==> src/rtl/md_multipad_encoder.sv <==
// md_multipad_encoder: NUM_PADS independent Mega Drive six-button pad encoders.
// Each pad synchronises its inputs and counts TH falling edges to step through
// the six-button read sequence. An idle timeout restarts the sequence.
// Compile-time option MD_DEBOUNCE_EN adds a per-button debounce counter.

module md_pad_lane #(
  parameter int SYNC_STAGES     = 2,
  parameter int TIMEOUT_CYCLES  = 16000,
  parameter int DEBOUNCE_CYCLES = 5000
) (
  input  logic        clk,
  input  logic        rst,
  input  logic        th,
  input  logic [11:0] btn,   // {md,z,y,x,st,c,b,a,rg,lf,dw,up}, active-low
  output logic        p1,
  output logic        p2,
  output logic        p3,
  output logic        p4,
  output logic        p6,
  output logic        p9
);
  localparam int TW = $clog2(TIMEOUT_CYCLES + 1);
  localparam int UP = 0, DW = 1, LF = 2, RG = 3, A = 4, B = 5, C = 6, ST = 7;
  localparam int X = 8, Y = 9, Z = 10, MD = 11;

  // bit 11 = TH, bits 10:0 = every button except MODE
  logic [SYNC_STAGES-1:0][11:0] sync_q;
  logic [SYNC_STAGES-1:0]       md_sync;
  logic                         th_s;
  logic [11:0]                  btn_s, btn_c, btn_r;
  logic                         th_r, fall, six_en;
  logic [2:0]                   fc, fc_sel;
  logic [TW-1:0]                tmr;
  logic [5:0]                   nxt, pins;   // {p9,p6,p4,p3,p2,p1}

  // input synchronisers, reset to the released/high level
  always_ff @(posedge clk) begin
    if (rst) sync_q <= '1;
    else     sync_q <= {sync_q[SYNC_STAGES-2:0], {th, btn[10:0]}};
  end

  // MODE synchroniser keeps sampling through reset so the mode can be latched
  always_ff @(posedge clk) begin
    md_sync <= {md_sync[SYNC_STAGES-2:0], btn[MD]};
  end

  assign th_s  = sync_q[SYNC_STAGES-1][11];
  assign btn_s = {md_sync[SYNC_STAGES-1], sync_q[SYNC_STAGES-1][10:0]};

`ifdef MD_DEBOUNCE_EN
  localparam int DBW = $clog2(DEBOUNCE_CYCLES + 1);
  logic [11:0][DBW-1:0] db_cnt;
  logic [11:0]          btn_db;

  // per-button debounce: accept a new level once it has been steady long enough
  always_ff @(posedge clk) begin
    if (rst) begin
      db_cnt <= '0;
      btn_db <= '1;
    end else begin
      for (int i = 0; i < 12; i++) begin
        if (btn_s[i] == btn_db[i]) begin
          db_cnt[i] <= '0;
        end else if (db_cnt[i] == DBW'(DEBOUNCE_CYCLES - 1)) begin
          btn_db[i] <= btn_s[i];
          db_cnt[i] <= '0;
        end else begin
          db_cnt[i] <= db_cnt[i] + DBW'(1);
        end
      end
    end
  end
  assign btn_c = btn_db;
`else
  assign btn_c = btn_s;
`endif

  assign fall = th_r & ~th_s;

  // count stage: align TH/buttons, count TH falls, expire an idle sequence
  always_ff @(posedge clk) begin
    if (rst) begin
      th_r  <= 1'b1;
      btn_r <= '1;
      fc    <= '0;
      tmr   <= '0;
    end else begin
      th_r  <= th_s;
      btn_r <= btn_c;
      if (fall) begin
        if (fc != 3'd4) fc <= fc + 3'd1;
        tmr <= '0;
      end else if (tmr == TW'(TIMEOUT_CYCLES - 1)) begin
        fc <= '0;
      end else begin
        tmr <= tmr + TW'(1);
      end
    end
  end

  // mode latch: the MODE level present while reset is held picks 3/6 buttons
  always_ff @(posedge clk) begin
    if (rst) six_en <= md_sync[SYNC_STAGES-1];
  end

  // DB9 pin mux; three-button pads always behave as if one edge was seen
  always_comb begin
    nxt    = '1;
    fc_sel = six_en ? fc : 3'd1;
    if (th_r) begin
      nxt[5] = btn_r[C];
      nxt[4] = btn_r[B];
      if (fc_sel == 3'd3) nxt[3:0] = {btn_r[MD], btn_r[X], btn_r[Y], btn_r[Z]};
      else                nxt[3:0] = {btn_r[RG], btn_r[LF], btn_r[DW], btn_r[UP]};
    end else begin
      nxt[5] = btn_r[ST];
      nxt[4] = btn_r[A];
      case (fc_sel)
        3'd3:    nxt[3:0] = 4'b0000;
        3'd4:    nxt[3:0] = 4'b1111;
        default: nxt[3:0] = {2'b00, btn_r[DW], btn_r[UP]};
      endcase
    end
  end

  // output register
  always_ff @(posedge clk) begin
    if (rst) pins <= '1;
    else     pins <= nxt;
  end

  assign {p9, p6, p4, p3, p2, p1} = pins;
endmodule

module md_multipad_encoder #(
  parameter int NUM_PADS        = 2,
  parameter int SYNC_STAGES     = 2,
  parameter int TIMEOUT_CYCLES  = 16000,
  parameter int DEBOUNCE_CYCLES = 5000
) (
  input  logic                clk,
  input  logic                rst,
  input  logic [NUM_PADS-1:0] p7,
  input  logic [NUM_PADS-1:0] up,
  input  logic [NUM_PADS-1:0] dw,
  input  logic [NUM_PADS-1:0] lf,
  input  logic [NUM_PADS-1:0] rg,
  input  logic [NUM_PADS-1:0] a,
  input  logic [NUM_PADS-1:0] b,
  input  logic [NUM_PADS-1:0] c,
  input  logic [NUM_PADS-1:0] st,
  input  logic [NUM_PADS-1:0] x,
  input  logic [NUM_PADS-1:0] y,
  input  logic [NUM_PADS-1:0] z,
  input  logic [NUM_PADS-1:0] md,
  output logic [NUM_PADS-1:0] p1,
  output logic [NUM_PADS-1:0] p2,
  output logic [NUM_PADS-1:0] p3,
  output logic [NUM_PADS-1:0] p4,
  output logic [NUM_PADS-1:0] p6,
  output logic [NUM_PADS-1:0] p9
);
  for (genvar i = 0; i < NUM_PADS; i++) begin : g_pad
    md_pad_lane #(
      .SYNC_STAGES    (SYNC_STAGES),
      .TIMEOUT_CYCLES (TIMEOUT_CYCLES),
      .DEBOUNCE_CYCLES(DEBOUNCE_CYCLES)
    ) u_lane (
      .clk(clk),
      .rst(rst),
      .th (p7[i]),
      .btn({md[i], z[i], y[i], x[i], st[i], c[i], b[i], a[i], rg[i], lf[i], dw[i], up[i]}),
      .p1 (p1[i]),
      .p2 (p2[i]),
      .p3 (p3[i]),
      .p4 (p4[i]),
      .p6 (p6[i]),
      .p9 (p9[i])
    );
  end
endmodule

==> config.mk <==
export PLATFORM = sky130hd
export DESIGN_NAME = md_multipad_encoder
export DESIGN_NICKNAME = d
export VERILOG_FILES = /design/src/rtl/md_multipad_encoder.sv
export SDC_FILE = /design/constraint.sdc
export NUM_CORES = 1
export LEC_CHECK = 0
export BUFFER_PORTS_ARGS = -buffer_cell sky130_fd_sc_hd__buf_4
export CAP_MARGIN = 20
export CORE_MARGIN = 4
export CORE_UTILIZATION = 46
export CTS_CLUSTER_SIZE = 16
export DETAILED_ROUTE_END_ITERATION = 12
export PLACE_DENSITY_LB_ADDON = 0.05
export SLEW_MARGIN = 25
export SYNTH_ARGS = -nofsm -noshare
export SYNTH_HDL_FRONTEND = slang
export SYNTH_SLANG_ARGS = --single-unit
==> constraint.sdc <==
create_clock -name clk -period 2.23 [get_ports clk]
set_input_delay 0.5575 -clock clk [delete_from_list [all_inputs] [get_ports clk]]
set_output_delay 0.5575 -clock clk [all_outputs]
set_load 0.01 [all_outputs]
==> run_results.csv, run 1 <==
group,metric,value,unit
run_status,status,"complete, no violations",
final_layout,antenna_cells,0,
final_layout,syn_to_final_growth,19.68,%
synthesis,yosysWarnings,0,
route,drt_iter0_drc,90,
worst_setup_path,path_buf_inv,0,
final_layout,fillers,781,
route,wl,6409,um
placed_design,place.gp.congestion,0.7896,
synthesis,synthArstFlopShare,0,
clock_tree,cts_htree_levels,4,
worst_setup_path,worstPathArrival,2100,ps
placed_design,post-dp-hpwl,4130,um
clock_tree,post_cts_resize_count,0,
timing,tightest_slew,431.7,ps
worst_setup_path,crit_chain,"ha_1, and3_4, and4_4, or4_1, a21oi_1",
worst_hold_path,hp-class,"input pin to flip-flop",
pwr,p_total,5.111,mW
final_layout,final_area,5167,sq um
timing,finalSetupTns,0,ps
final_layout,drive_above_1_share,0.3232,
final_layout,layout.cells.non_filler,572,
final_layout,layout.nets,482,
floorplan,die_h,104.9,um
timing,hold_violations,0,
synthesis,synth_edf_count,2,
route,routedWlPerCell,11.20,um
pwr,ir_worst_vdd,0.0005251,V
clock_tree,cts_hold_buf,0,
global_route,grt_pass1_vias,2493,
placed_design,dp_slack,579.4,ps
clock_tree,cts_buffers,17,
worst_setup_path,critical_path.endpoint,"g_pad[1].u_lane.tmr[5]$_SDFFE_PP0P_",
flow_run,maxCapViolations,0,
global_route,overflow,0,
timing,slew_headroom,0.7122,
clock_tree,root_buffer,"clkbuf_8",
floorplan,core-area,9196,sq um
final_layout,multi_input_comb_area,1584,sq um
timing,max_freq,0.6001,GHz
pwr,p_leak,2.046,nW
worst_setup_path,path_class,"flip-flop to flip-flop",
synthesis,yosysTopAreaCell,"dfxtp_1",
clock_tree,clk_latency,510,ps
worst_setup_path,cp-start-kind,"flip-flop",
timing,clock-skew-final,5.567,ps
worst_setup_path,worstSetupEndpointType,"flip-flop",
pwr,powerDensity,989.2,nW/um^2
synthesis,yosys.area.top_type_share,0.5749,
worst_setup_path,slowest_delay,460,ps
worst_setup_path,crit_start,"g_pad[1].u_lane.tmr[0]$_SDFFE_PP0P_",
floorplan,rows,35,
timing,post-route-min-period,1666,ps
worst_setup_path,timing.rr.start,"g_pad[1].u_lane.tmr[0]$_SDFFE_PP0P_",
final_layout,final_cell_mix,"dfxtp_1 (124), or2_2 (74), buf_4 (40), nor2_1 (22), nand2_1 (21)",
floorplan,initial_utilization,0.4695,
final_layout,layout_commonest_cell,"dfxtp_1",
global_route,grt_usage,0.1271,
clock_tree,cts_tree,"done",
worst_setup_path,slowest_stage,"or4_1",
worst_setup_path,crit_fanout,6,
placed_design,placed_cell_area,4603,sq um
worst_setup_path,crit_family,"simple AND/OR/NAND/NOR gates",
worst_setup_path,cp.required,2670,ps
clock_tree,clock_path_buffers,2,
timing,setup_viol,0,
global_route,grt_antenna_before_repair,0,
synthesis,synth_cells,416,
synthesis,yosys_most_used_dff,"dfxtp_1",
timing,drv_slew,0,
timing,fin_crit_sh,0.7473,
route,dr.pass1.iters,6,
worst_setup_path,r2r_cells,5,
worst_setup_path,r2r-end,"g_pad[1].u_lane.tmr[5]$_SDFFE_PP0P_",
synthesis,ys_seq_elements,126,
timing,finalWorstSetupSlack,563.6,ps
floorplan,die_x,104.9,um
clock_tree,cts_num_sinks,126,
synthesis,syn_area_per_cell,10.38,sq um
worst_setup_path,r2r_slack,560,ps
route,num_vias,2738,
placed_design,dp_cells,540,
synthesis,synth_fp_nets,450,
final_layout,ff_latch_area,2542,sq um
timing,grt_setup_unrepaired,"false",
route,ant_nets,0,
clock_tree,post_cts_buffers,0,
global_route,grt_max_degree,61,
synthesis,synthesis.area,4318,sq um
synthesis,seq_area_frac_synth,0.5888,
floorplan,io_pins,40,
global_route,grt_first_pass_wirelength,11230,um
route,drt-vias-per-instance,4.787,
synthesis,synth_cell_type_count,37,
placed_design,numPortBuffers,39,
floorplan,fp.dieArea,11000,sq um
synthesis,netlist_top_cells_area,"dfxtp_1 (57%), or2_2 (11%), xnor2_1 (2.8%), buf_4 (2.1%), nor2_1 (1.9%)",
clock_tree,clk_pin_slew_worst_paths,60,ps
worst_setup_path,cp.depth,5,
route,drc,0,
routing by layer:
layer	GRT usage	up-vias	routed length, um
met5	0	-	0
met4	0.06092	0	106
met3	0.05250	10	300
met2	0.1902	58	2957
met1	0.1585	1207	3045
li1	-	1463	-
flip-flops by register name (all words and copies together), names as in the netlist:
name                  flops
g_pad.u_lane.md_sync      4
g_pad.u_lane.fc           6
g_pad.u_lane.btn_c       22
g_pad.u_lane.btn_r       24
g_pad.u_lane.six_en       2
g_pad.u_lane.tmr         28
g_pad.u_lane.th_r         2
g_pad.u_lane.sync_q      26
g_pad.u_lane.pins        12
through the flow:
stage | hold WS [ps] | util
detailed placement | 333.9 | 0.5005
CTS | 120.5 | 0.5619
floorplan | 309.6 | -
finish | 149.9 | 0.5619
global placement | 317.8 | 0.5005
global route | 122.0 | 0.5619
worst min path at each step:
| stage | cells past startpoint | slack, ps | to | from |
|---|---|---|---|---|
| global placement | 0 | 320 | g_pad[0].u_lane.md_sync[1]$_DFF_P_ | g_pad[0].u_lane.md_sync[0]$_DFF_P_ |
| global route | 1 | 120 | g_pad[1].u_lane.md_sync[0]$_DFF_P_ | md[1] |
| detailed placement | 0 | 330 | g_pad[0].u_lane.md_sync[1]$_DFF_P_ | g_pad[0].u_lane.md_sync[0]$_DFF_P_ |
| floorplan | 0 | 310 | g_pad[0].u_lane.md_sync[1]$_DFF_P_ | g_pad[0].u_lane.md_sync[0]$_DFF_P_ |
| finish | 1 | 150 | g_pad[0].u_lane.md_sync[0]$_DFF_P_ | md[0] |
| CTS | 1 | 120 | g_pad[0].u_lane.md_sync[0]$_DFF_P_ | md[0] |
cells in the mapped netlist (5+ instances only):
cell and n:
xnor2_1 14, nor2_1 22, and3_1 5, or2_2 74, o21ai_0 12, nand4_1 8
nand2_1 21, nor3_1 5, clkbuf_1 14, buf_4 12, dfxtp_1 124, nor4_1 8
a21oi_1 7, nand3_1 15, a31oi_1 12, ha_1 6, inv_1 10
where the power goes:
part           switching, mW  leakage (nW)  internal, mW
logic                 0.0694         0.725        0.0932
clock network           1.07         0.283          1.52
registers             0.0291          1.04          2.33
final cells by class:
cell class,instances,area share
sequential,126,0.4920
multi-input combinational,253,0.3065
clock buffer,17,0.08015
timing repair buffer,40,0.05811
clock inverter,15,0.02906
tap,111,0.02688
inverter,10,0.007264
logic make-up after synthesis:
kind of cell             count (synthesis)  synth area share
AND/OR/NAND/NOR                        183            0.2434
flip-flops                             126            0.5888
AO/OA/AOI/OAI                           44           0.06433
buffers and inverters                   37           0.04434
XOR/XNOR                                16           0.03246
adder cells (fa/ha/maj)                  6           0.01739
multiplexers                             4          0.009273
(Power assumes the default switching activity.)
==> run 2, diff against run 1 <==
- clock period: 2.23 -> 1.4 ns (I/O delays scaled with it)
==> run 2 against run 1 <==
  * Total power increased by 62%
  * Non-clock buffer count grew 62
  * Sequential power rose by 59%
  * The flow now finishes with violations (setup timing)
  * Final area is 13% higher
  * First-iteration DRC count fell by 27%
  * Combinational power up 120%
  * Highest routed layer unchanged
  * Clock-buffer cell count grew 1
  * Sequential share of layout area is 5.5 points lower
  * Worst setup slack worse by 620 ps
==> run_results.csv, run 2 (same netlist as run 1, synthesis figures left out) <==
group,metric,value,unit
global_route,grt_antenna_before_repair,0,
route,wl,7401,um
floorplan,core-area,9196,sq um
pwr,p_comb_frac,0.044,
timing,tightest_slew,440.5,ps
final_layout,syn_to_final_growth,35.35,%
pwr,p_int,6.401,mW
worst_setup_path,worstPathArrival,1900,ps
timing,fin_crit_sh,1.042,
final_layout,antenna_cells,0,
placed_design,place.gp.congestion,0.7909,
worst_setup_path,crit_fanout,2,
worst_setup_path,path_class,"flip-flop to flip-flop",
global_route,overflow,0,
pwr,p_leak,2.361,nW
worst_setup_path,cp.required,1840,ps
timing,post-route-min-period,1459,ps
pwr,powerDensity,1419,nW/um^2
timing,grt_setup_unrepaired,"true",
global_route,met3_usage,0.04632,
pwr,pwr-share-clk,0.503,
timing,hold_violations,0,
route,num_vias,3019,
run_status,violations,"setup timing",
worst_setup_path,cp-start-kind,"flip-flop",
global_route,met2_usage,0.2415,
pwr,ir_worst_vdd,0.001026,V
clock_tree,cts_tree,"done",
global_route,grt_pass1_vias,3034,
route,drt_iter0_drc,66,
flow_run,maxCapViolations,0,
clock_tree,root_buffer,"clkbuf_8",
final_layout,utilization,0.6355,
clock_tree,clk_pin_slew_worst_paths,60,ps
floorplan,fp.dieArea,11000,sq um
route,drc,0,
floorplan,rows,35,
run_status,status,"finished, violations left",
placed_design,post-dp-hpwl,4545,um
route,drt-vias-per-instance,4.762,
global_route,top_usage_layer,"met2",
clock_tree,clk_latency,510,ps
pwr,swShare,0.2283,
global_route,grt_max_degree,35,
timing,setup_viol,1,
timing,slew_headroom,0.7063,
timing,max_freq,0.6854,GHz
floorplan,io_pins,40,
timing,drv_slew,0,
pwr,p_seq_frac,0.454,
final_layout,drive_above_1_share,0.4111,
pwr,switching_power,1.893,mW
final_layout,layout.nets,544,
global_route,grt_usage,0.1471,
final_layout,largest_reg_flops,28,
global_route,grt_first_pass_wirelength,13030,um
final_layout,layout_commonest_cell,"dfxtp_1",
timing,worst_hold_slack,19.66,ps
placed_design,numPortBuffers,39,
final_layout,top_regs,"g_pad.u_lane.tmr (28), g_pad.u_lane.sync_q (26), g_pad.u_lane.btn_r (24)",
worst_setup_path,worstSetupEndpointType,"flip-flop",
floorplan,initial_utilization,0.4695,
final_layout,top_register,"g_pad.u_lane.tmr",
timing,clock-skew-final,14.30,ps
global_route,met1_usage,0.1699,
timing,finalWorstSetupSlack,-58.99,ps
route,routedWlPerCell,11.67,um
clock_tree,cts_htree_levels,4,
clock_tree,clock_path_buffers,2,
final_layout,fillers,738,
floorplan,die_x,104.9,um
route,ant_nets,0,
clock_tree,cts_buffers,17,
floorplan,die_h,104.9,um
clock_tree,cts_num_sinks,126,
worst_hold_path,hp-class,"input pin to flip-flop",
route,dr.pass1.iters,6,
final_layout,final_cell_mix,"dfxtp_1 (119), buf_4 (78), or2_2 (74), dlygate4sd3_1 (22)",
==> run 2: cell types whose count changed in the layout (fill, tap and decap cells not counted), moves of 3 or more <==
cell	before	now
o21ai_0	12	9
nor4_2	0	4
dfxtp_2	0	4
dlygate4sd3_1	0	22
dfxtp_1	124	119
nor4_1	8	3
buf_4	40	78
==> run 2: final timing paths <==
check	slack, ps	start	end	cells after the start
worst max-delay path	-60	g_pad[1].u_lane.tmr[1]$_SDFFE_PP0P_	g_pad[1].u_lane.tmr[5]$_SDFFE_PP0P_	5
worst min-delay path	20	st[1]	g_pad[1].u_lane.sync_q[7]$_SDFF_PP1_	2
worst max register to register	-60	g_pad[1].u_lane.tmr[1]$_SDFFE_PP0P_	g_pad[1].u_lane.tmr[5]$_SDFFE_PP0P_	5
worst min register to register	330	g_pad[1].u_lane.md_sync[0]$_DFF_P_	g_pad[1].u_lane.md_sync[1]$_DFF_P_	0
==> run 2: worst max-delay path, cell delays in order, from the launching register on <==
cell and delay, ps:
dfxtp_2 330, ha_4 150, and3_4 170, and4_4 160, or4_4 470, a21oi_2 120
==> run 2: what timing repair did <==
action / in CTS / in global routing
hold endpoints to repair: 22 / 0
gates cloned: 0 / 0
hold buffers: 22 / 0
pin swaps: 2 / 9
setup endpoints to repair: 3 / 18
resized for setup: 4 / 27
setup buffers: 0 / 2
==> run 2: metal layers <==
| layer | vias to the layer above | part of all wire |
|---|---|---|
| li1 | 1586 | - |
| met1 | 1368 | 0.45 |
| met2 | 50 | 0.50 |
| met3 | 15 | 0.034 |
| met4 | 0 | 0.017 |
| met5 | - | 0 |
==> run 2: final cells by class <==
type                       count  area [sq um]  share of cell area
inverter                      10         37.54            0.006423
timing repair buffer         102         828.3              0.1417
clock buffer                  18         427.9             0.07322
tap                          111         138.9             0.02376
clock inverter                14         143.9             0.02462
multi-input combinational    253          1717              0.2937
sequential                   126          2551              0.4365
==> run 2: power groups by stage <==
stage	registers, mW	logic [mW]	clock network, mW
6_report	3.76	0.361	4.17
5_1_grt	3.78	0.404	4.43
4_1_cts	3.76	0.364	4.29
3_5_place_dp	3.84	0.311	0
3_3_place_gp	3.84	0.304	0
2_1_floorplan	3.83	0.186	0
==> run 2: metrics by stage <==
step	cell area [sq um]	setup TNS [ps]	std cells	worst slack, ps	power [mW]
detailed placement	4913	-119.0	578	-74.60	4.151
global route	5844	-206.7	634	-93.51	8.614
floorplan	4343	-175.6	416	-175.6	4.018
global placement	4913	-45.50	578	-45.50	4.140
CTS	5723	-79.10	632	-71.49	8.418
finish	5844	-58.99	634	-58.99	8.295
==> run 3, diff against run 2 <==
- ABC_AREA: default -> 1
==> run 3 against run 2 <==
  * The run now ends clean
  * Via count up 0.33%
  * Die area up 1.1%
  * Sequential share of layout area up 3.0 points
  * Worst setup slack better by 90 ps
  * Register-to-register slack better by 90 ps
  * Area after synthesis up 1.2%
  * Global-route usage down 0.85 points
  * Largest power group unchanged
  * Fmax up 6.6%
  * Non-clock buffer count down 45
  * Flip-flop and latch count unchanged
  * Clock-buffer cell count down 1
==> run_results.csv, run 3 <==
group,metric,value,unit
run_status,status,"complete, no violations",
timing,setup_viol,0,
synthesis,netlist_top_cells_area,"dfxtp_1 (57%), or2_2 (10%), nand2_1 (5.6%), inv_1 (3.9%), a21oi_1 (3.8%)",
timing,drv_slew,0,
global_route,grt_antenna_before_repair,0,
synthesis,synth_common_cells,"dfxtp_1 (124), or2_2 (72), nand2_1 (65), inv_1 (45)",
route,ant_nets,0,
worst_setup_path,cp-start-kind,"flip-flop",
timing,tightest_slew,333.6,ps
global_route,grt_max_degree,41,
route,routedWlPerCell,10.77,um
timing,max_freq,0.7306,GHz
synthesis,synth_cell_type_count,31,
global_route,grt_first_pass_wirelength,12450,um
pwr,swShare,0.2239,
final_layout,top_register,"g_pad.u_lane.tmr",
synthesis,yosysTopAreaCell,"dfxtp_1",
floorplan,core-area,9240,sq um
synthesis,synthArstFlopShare,0,
worst_hold_path,hp-class,"input pin to flip-flop",
pwr,p_leak,2.243,nW
final_layout,syn_to_final_growth,25.18,%
pwr,ir_worst_vdd,0.001064,V
route,drt-vias-per-instance,4.474,
clock_tree,clock_path_buffers,2,
clock_tree,cts_buffers,17,
clock_tree,cts_num_sinks,126,
synthesis,ys_seq_elements,126,
final_layout,layout.nets,570,
timing,grt_setup_unrepaired,"true",
pwr,p_int,6.268,mW
final_layout,multi_input_comb_area,1592,sq um
worst_setup_path,cp.required,1830,ps
timing,post-route-min-period,1369,ps
synthesis,synthesis.area,4368,sq um
route,wl,7290,um
flow_run,maxCapViolations,0,
clock_tree,clk_latency,500,ps
synthesis,synth_most_common_cell,"dfxtp_1",
timing,clock-skew-final,9.155,ps
final_layout,fillers,831,
timing,slew_headroom,0.7747,
pwr,pwr-share-clk,0.496,
route,drc,0,
floorplan,die_h,105.4,um
floorplan,io_pins,40,
worst_setup_path,worstSetupEndpointType,"flip-flop",
final_layout,largest_reg_flops,28,
clock_tree,clk_pin_slew_worst_paths,60,ps
global_route,grt_pass1_vias,2919,
synthesis,yosysWarnings,0,
pwr,p_seq_frac,0.466,
synthesis,synth_cells,481,
pwr,switching_power,1.809,mW
floorplan,initial_utilization,0.4727,
clock_tree,root_buffer,"clkbuf_8",
pwr,powerDensity,1477,nW/um^2
route,dr.pass1.iters,4,
placed_design,post-dp-hpwl,4928,um
final_layout,top_regs,"g_pad.u_lane.tmr (28), g_pad.u_lane.sync_q (26), g_pad.u_lane.btn_r (24)",
clock_tree,cts_htree_levels,4,
global_route,grt_usage,0.1386,
pwr,p_comb_frac,0.039,
timing,worst_hold_slack,33.05,ps
placed_design,numPortBuffers,39,
floorplan,die_x,105.4,um
final_layout,final_cell_mix,"dfxtp_1 (118), or2_2 (72), nand2_1 (62), buf_4 (53), inv_1 (43)",
timing,hold_violations,0,
clock_tree,cts_tree,"done",
synthesis,synth_fp_nets,515,
placed_design,place.gp.congestion,0.7908,
floorplan,rows,35,
synthesis,yosys.area.top_type_share,0.5683,
final_layout,drive_above_1_share,0.3467,
final_layout,antenna_cells,0,
final_layout,ff_latch_area,2550,sq um
synthesis,synth_edf_count,2,
worst_setup_path,crit_fanout,5,
timing,finalSetupTns,0,ps
timing,fin_crit_sh,0.9777,
final_layout,layout_commonest_cell,"dfxtp_1",
worst_setup_path,path_class,"flip-flop to flip-flop",
worst_setup_path,worstPathArrival,1800,ps
floorplan,fp.dieArea,11120,sq um
synthesis,syn_area_per_cell,9.081,sq um
route,drt_iter0_drc,135,
global_route,overflow,0,
synthesis,seq_area_frac_synth,0.5821,
synthesis,yosys_most_used_dff,"dfxtp_1",
route,num_vias,3029,
==> run 3: cell types whose count changed after synthesis, moves of 8 or more <==
cell     before  now
nor4_1        8    0
nor2_1       22   33
a21oi_1       7   33
nand2_1      21   65
o21ai_0      12   27
inv_1        10   45
a31oi_1      12    1
xnor2_1      14    0
==> run 3: power by group through the flow <==
stage               clock [mW]  combinational [mW]  sequential, mW
CTS                       4.11               0.309            3.76
detailed placement           0               0.303            3.83
global placement             0               0.297            3.83
floorplan                    0               0.182            3.83
finish                    4.00               0.312            3.76
global route              4.27               0.358            3.77
==> run 3: logic make-up (layout without fill, tap and decap cells) <==
family,count (synthesis),after routing,synth area share
AO/OA/AOI/OAI,66,66,0.07878
XOR/XNOR,2,2,0.004011
adder cells (fa/ha/maj),6,6,0.01719
buffers and inverters,68,135,0.06932
flip-flops,126,126,0.5821
AND/OR/NAND/NOR,213,213,0.2486
==> run 3: path summary, 6_finish.rpt <==
check,startpoint,endpoint,slack [ps],depth (start not counted)
worst max-delay path,g_pad[1].u_lane.tmr[1]$_SDFFE_PP0P_,g_pad[1].u_lane.tmr[10]$_SDFFE_PP0P_,30,7
worst min-delay path,y[1],g_pad[1].u_lane.sync_q[9]$_SDFF_PP1_,30,2
worst max register to register,g_pad[1].u_lane.tmr[1]$_SDFFE_PP0P_,g_pad[1].u_lane.tmr[10]$_SDFFE_PP0P_,30,7
worst min register to register,g_pad[1].u_lane.md_sync[0]$_DFF_P_,g_pad[1].u_lane.md_sync[1]$_DFF_P_,330,0
==> run 3: repair_timing <==
item                       CTS  global route
resized for setup            2            31
gates cloned                 0             0
hold endpoints to repair     2             0
hold buffers                 2             0
setup endpoints to repair   12            25
buffers inserted             1             1
pin swaps                    2             5
==> run 3: worst max-delay path, stage by stage (launching register included) <==
cell     delay [ps]
dfxtp_2         360
ha_4            140
nand2_2          70
nor2_4          180
buf_4           130
nand2_1          70
or2_0           220
a21oi_1         120
==> run 3: per-stage QoR <==
stage	area [sq um]	std cells	power (mW)	utilization	setup WS [ps]
2_1_floorplan	4368	481	4.009	-	38.09
3_3_place_gp	4801	642	4.128	0.5196	7.172
3_5_place_dp	4801	642	4.138	0.5196	-69.09
4_1_cts	5385	676	8.179	0.5828	5.744
5_1_grt	5468	677	8.399	0.5917	-19.85
6_report	5468	677	8.077	0.5917	31.18
==> run 3: area by class of cell <==
| cell class | instances | share of cell area |
|---|---|---|
| inverters | 47 | 0.03227 |
| multi-input cells | 287 | 0.2911 |
| clock inverters | 14 | 0.02449 |
| well taps | 129 | 0.02952 |
| repair buffers | 57 | 0.08055 |
| flip-flops and latches | 126 | 0.4664 |
| clock buffers | 17 | 0.07574 |
==> run 3: per-layer routing <==
metal	share of wire	up-vias	GRT usage
met5	0	-	0
met4	0.010	0	0.05530
met3	0.034	8	0.04838
met2	0.51	39	0.2391
met1	0.44	1359	0.1560
li1	-	1623	-
